--- src/rtl/sd_read_arbiter.sv ---
// Shares the single SD block reader between the MP3 stream (port A, priority)
// and the asset loader (port B), sequencing request/ack/busy/done per read.
module sd_read_arbiter #(
  parameter int MAX_A_BURST = 4,
  parameter int ACK_TIMEOUT = 1000
) (
  input  logic        CLK,
  input  logic        RESET,
  input  logic        SD_HAS_INITIALIZED,
  input  logic        SD_IS_READING,
  output logic        SD_TO_READ,
  output logic [31:0] SD_READ_ADDRESS,
  input  logic        REQ_A,
  input  logic        REQ_B,
  input  logic [31:0] ADDR_A,
  input  logic [31:0] ADDR_B,
  output logic        GRANT_A,
  output logic        GRANT_B,
  output logic        BUSY_A,
  output logic        BUSY_B,
  output logic        DONE_A,
  output logic        DONE_B,
  output logic        ERR_A,
  output logic        ERR_B
);

  typedef enum logic [2:0] {
    ST_WAIT_INIT,
    ST_IDLE,
    ST_ISSUE,
    ST_BUSY,
    ST_DONE
  } state_t;

  localparam logic [3:0]  BURST_MAX    = 4'(MAX_A_BURST);
  localparam logic [15:0] TIMEOUT_LAST = 16'(ACK_TIMEOUT - 1);

  state_t      state, state_n;
  logic        owner_b, owner_b_n;
  logic [3:0]  burst_cnt, burst_cnt_n;
  logic [15:0] timeout_cnt, timeout_cnt_n;
  logic        to_read_n;
  logic [31:0] addr_n;
  logic        grant_a_n, grant_b_n;
  logic        busy_a_n, busy_b_n;
  logic        done_a_n, done_b_n;
  logic        err_a_n, err_b_n;
  logic        pick_a;

  // A wins unless B is waiting and A has used up its burst allowance.
  assign pick_a = REQ_A && (!REQ_B || (burst_cnt != BURST_MAX));

  always_comb begin
    state_n       = state;
    owner_b_n     = owner_b;
    burst_cnt_n   = burst_cnt;
    timeout_cnt_n = timeout_cnt;
    to_read_n     = 1'b0;
    addr_n        = SD_READ_ADDRESS;
    grant_a_n     = 1'b0;
    grant_b_n     = 1'b0;
    busy_a_n      = BUSY_A;
    busy_b_n      = BUSY_B;
    done_a_n      = 1'b0;
    done_b_n      = 1'b0;
    err_a_n       = 1'b0;
    err_b_n       = 1'b0;

    unique case (state)
      ST_WAIT_INIT: begin
        busy_a_n = 1'b0;
        busy_b_n = 1'b0;
        if (SD_HAS_INITIALIZED) begin
          state_n = ST_IDLE;
        end
      end

      ST_IDLE: begin
        busy_a_n      = 1'b0;
        busy_b_n      = 1'b0;
        timeout_cnt_n = 16'd0;
        if (pick_a) begin
          grant_a_n   = 1'b1;
          busy_a_n    = 1'b1;
          addr_n      = ADDR_A;
          owner_b_n   = 1'b0;
          burst_cnt_n = REQ_B ? burst_cnt + 4'd1 : 4'd0;
          state_n     = ST_ISSUE;
        end else if (REQ_B) begin
          grant_b_n   = 1'b1;
          busy_b_n    = 1'b1;
          addr_n      = ADDR_B;
          owner_b_n   = 1'b1;
          burst_cnt_n = 4'd0;
          state_n     = ST_ISSUE;
        end
      end

      ST_ISSUE: begin
        if (SD_IS_READING) begin
          state_n = ST_BUSY;
        end else if (timeout_cnt == TIMEOUT_LAST) begin
          err_a_n = !owner_b;
          err_b_n = owner_b;
          state_n = ST_IDLE;
        end else begin
          to_read_n     = 1'b1;
          timeout_cnt_n = timeout_cnt + 16'd1;
        end
      end

      ST_BUSY: begin
        if (!SD_IS_READING) begin
          done_a_n = !owner_b;
          done_b_n = owner_b;
          state_n  = ST_DONE;
        end
      end

      ST_DONE: begin
        busy_a_n = 1'b0;
        busy_b_n = 1'b0;
        state_n  = ST_IDLE;
      end

      default: begin
        state_n = ST_WAIT_INIT;
      end
    endcase
  end

  // Every output is a flop so clients see clean pulses.
  always_ff @(posedge CLK) begin
    if (RESET) begin
      state           <= ST_WAIT_INIT;
      owner_b         <= 1'b0;
      burst_cnt       <= 4'd0;
      timeout_cnt     <= 16'd0;
      SD_TO_READ      <= 1'b0;
      SD_READ_ADDRESS <= 32'd0;
      GRANT_A         <= 1'b0;
      GRANT_B         <= 1'b0;
      BUSY_A          <= 1'b0;
      BUSY_B          <= 1'b0;
      DONE_A          <= 1'b0;
      DONE_B          <= 1'b0;
      ERR_A           <= 1'b0;
      ERR_B           <= 1'b0;
    end else begin
      state           <= state_n;
      owner_b         <= owner_b_n;
      burst_cnt       <= burst_cnt_n;
      timeout_cnt     <= timeout_cnt_n;
      SD_TO_READ      <= to_read_n;
      SD_READ_ADDRESS <= addr_n;
      GRANT_A         <= grant_a_n;
      GRANT_B         <= grant_b_n;
      BUSY_A          <= busy_a_n;
      BUSY_B          <= busy_b_n;
      DONE_A          <= done_a_n;
      DONE_B          <= done_b_n;
      ERR_A           <= err_a_n;
      ERR_B           <= err_b_n;
    end
  end

endmodule
--- config.mk ---
export PLATFORM = sky130hd
export DESIGN_NAME = sd_read_arbiter
export DESIGN_NICKNAME = d
export VERILOG_FILES = /design/src/rtl/sd_read_arbiter.sv
export SDC_FILE = /design/constraint.sdc
export NUM_CORES = 1
export LEC_CHECK = 0
export ABC_AREA = 1
export CAP_MARGIN = 30
export CORE_MARGIN = 2
export CORE_UTILIZATION = 60
export CTS_CLUSTER_SIZE = 25
export DETAILED_ROUTE_END_ITERATION = 10
export DONT_BUFFER_PORTS = 1
export GPL_TIMING_DRIVEN = 0
export PLACE_DENSITY = 0.79
export SYNTH_ARGS = -nofsm -noshare
export SYNTH_HDL_FRONTEND = slang
export SYNTH_SLANG_ARGS = --single-unit
--- constraint.sdc ---
create_clock -name CLK -period 3.08 [get_ports CLK]
set_input_delay 0.308 -clock CLK [delete_from_list [all_inputs] [get_ports CLK]]
set_output_delay 0.308 -clock CLK [all_outputs]
set_load 0.02 [all_outputs]
==> results.yml <==
status:
  outcome: "finished, final reports clean"
logic_synthesis:
  syn_nets: 555
  synth-simple-area-share_pct: 34.4
  synth_common_cells: "nand2_1, dfxtp_1, inv_1"
  synth_cell_types: 28
  yosysMostFrequentCell: "nand2_1"
  avgSynthCellArea_um2: 6.82
  synth_compound_area_share_pct: 12.3
  synth_xor_area_share_pct: 0.799
  synth_area_leader_cell: "dfxtp_1"
  netlist_instances: 482
  yosys.area.top_type_share_pct: 39.6
  synth_top_family_by_area: "simple AND/OR/NAND/NOR gates"
  synth_fa_ha_area_share_pct: 1.14
  yosys_warnings: 0
  synth_flop_cell: "dfxtp_1"
  muxShareOfSynthArea_pct: 0
  synth-async-reset-ratio_pct: 0
  synth_area_um2: 3290
  synth_edf_count: 0
  synth.area.top_cells: "dfxtp_1, nand2_1, nand3_1"
  synth_seq_cells: 65
  yosysSeqAreaShare_pct: 39.6
layout:
  area_growth_pct: 8.98
  finish.utilization_pct: 68.8
  drive_gt1_share_pct: 9.44
  fin_cells: 568
  diodes: 0
  fillers: 472
  nNetsFinal: 566
pwr:
  power_leakage_nw: 1.66
  peakVddDrop_mv: 0.508
  power_mw: 2.58
  power_density_nw_per_um2: 720
route:
  vias: 3113
  first_iter_violations: 231
  wl_per_cell_um: 14.1
  antenna_left: 0
  wl_mm: 8.01
  drt-pass1-iter-count: 4
  drc: 0
  via_per_inst: 5.48
die:
  die_area_um2: 6090
  core_area_um2: 5200
  ios: 111
  die_w_um: 78.0
  rows: 26
  start_util_pct: 63.1
  die_y_um: 78.0
clocking:
  cts_buffers: 9
  hold_buffers: 0
  root_buffer: "clkbuf_8"
  cts_max_level: 3
  cts_tree: "yes"
  cts_setup_buffers: 0
  clk_pin_slew_ps: 70
  cts.sinks: 65
  clock_latency_ps: 330
  clk_path_buf_depth: 2
  cts_resized: 0
worst_setup_path:
  cp-end-kind: "register"
  r2r-start: "burst_cnt[0]"
  cpPeakStageDelay_ps: 380
  worst-setup-path-type: "reg -> reg"
  cp.required_ps: 3360
  startpoint: "burst_cnt[0]"
  crit_fanout: 10
  crit_path_start_kind: "register"
  path_cells: "inv_1 -> ha_1 -> nand4_1 -> nand2_1 -> inv_2 -> buf_2 -> nand2_1 -> nand3_1 -> o211ai_1 -> inv_1"
  critPathArrivalTime_ps: 2080
  crit_slowest_cell: "dfxtp_1"
sta:
  min_period_ps: 1790
  relSlewSlack_pct: 62.1
  fmax_mhz: 557
  fin_crit_sh_pct: 58.3
  finalSetupViolCount: 0
  report.final.slew_viol_count: 0
  finalSetupTns_ps: 0
  rsz0062_at_grt: "false"
  skew_ps: 5.53
  hold_viol: 0
  tightest_slew_ps: 568
placement:
  numPortBuffers: 0
  place.gp.congestion: 0.891
  dp_cells: 552
  hpwl_mm: 5.84
worst_hold_path:
  worstHoldPathType: "in -> reg"
  worstHoldStart: "SD_IS_READING"
global_route:
  grt_usage_pct: 26.8
  grt_max_degree: 11
  grt_pass1_vias: 2850
  grt_pass1_wl_mm: 13.1
  grt_antenna_before_repair: 0
  overflow: 0
job:
  drv_cap: 0
-- path summary, 6_finish.rpt --
path / to / slack, ps / cells after the start
min: state[2] / 80 / 1
max: SD_READ_ADDRESS[26] / 1290 / 10
min reg2reg: DONE_A / 440 / 1
max reg2reg: SD_READ_ADDRESS[26] / 1290 / 10
-- registers in the layout, indices dropped and copies added, names as in the netlist --
signal and count:
SD_READ_ADDRESS 32, timeout_cnt 16, burst_cnt 4, state 3, BUSY_A 1, BUSY_B 1
DONE_A 1, DONE_B 1, ERR_A 1, ERR_B 1, GRANT_A 1, GRANT_B 1
SD_TO_READ 1, owner_b 1
-- cells by family (layout without fill, tap and decap cells) --
kind of cell    Yosys count  count (layout)
compound gates           60              60
xor+xnor                  3               3
fa+ha+maj                 3               3
buf+inv                  89             105
flops                    65              65
simple gates            262             262
-- cells in the final DEF, fill, tap and decap left out --
cell type  netlist  layout
a211oi_2         1       1
a21oi_1         17      17
a21oi_2          1       1
a31o_2           2       2
and3_1           1       1
buf_2           12      12
buf_6            5       5
bufinv_16        0       1
clkbuf_1         5       7
clkbuf_8         0      12
clkinv_1         1       1
clkinv_2         0       1
dfxtp_1         65      65
ha_1             3       3
inv_1           62      62
inv_2            4       4
nand2_1        135     135
nand2_2          2       2
nand2_4          2       2
nand3_1         58      58
nand3_4          1       1
nand4_1          7       7
nor2_1          47      47
nor2_4           1       1
nor3_1           7       7
nor3_2           1       1
o211ai_1        32      32
o21ai_0          6       6
o21ai_2          1       1
xnor2_1          1       1
xor2_1           2       2
-- per-layer routing --
metal,vias up,GRT usage [%],part of all wire (%)
met2,116,41.5,46
met1,1408,36.2,46
met5,-,0,0
met3,10,6.78,6.9
li1,1579,-,-
met4,0,10.0,1.2
-- stage by stage --
stage	setup WS [ps]	instance area, um^2	hold WS (ps)
after floorplan	1600	3290	400
after global placement	1390	3370	409
after detailed placement	1330	3370	413
after CTS	1290	3580	67.3
after global routing	1130	3580	71.3
final	1290	3580	77.5
-- worst max-delay path, delay by kind of cell, from the launching register on --
| family | cells | cell delay [ps] |
|---|---|---|
| AND/OR/NAND/NOR | 4 | 460 |
| AO/OA/AOI/OAI | 1 | 90 |
| adder cells (fa/ha/maj) | 1 | 200 |
| flip-flops | 1 | 380 |
| buffers and inverters | 4 | 610 |
-- power by group --
group	switching (mW)	internal, mW	leakage [nW]	total (mW)
clock network	0.316	0.440	0.107	0.756
registers	0.242	0.979	0.529	1.22
logic	0.386	0.218	1.02	0.603
total	0.944	1.64	1.66	2.58
-- cell type report --
type,count,area (um^2),area share [%]
Clock buffer,14,173,4.82
Inverter,67,251,7.02
Tap cell,70,87.6,2.44
Multi-Input combinational cell,328,1600,44.6
Sequential cell,65,1300,36.3
Clock inverter,2,35.0,0.978
Buffer,22,135,3.77
Power figures use the tool's default switching activity.
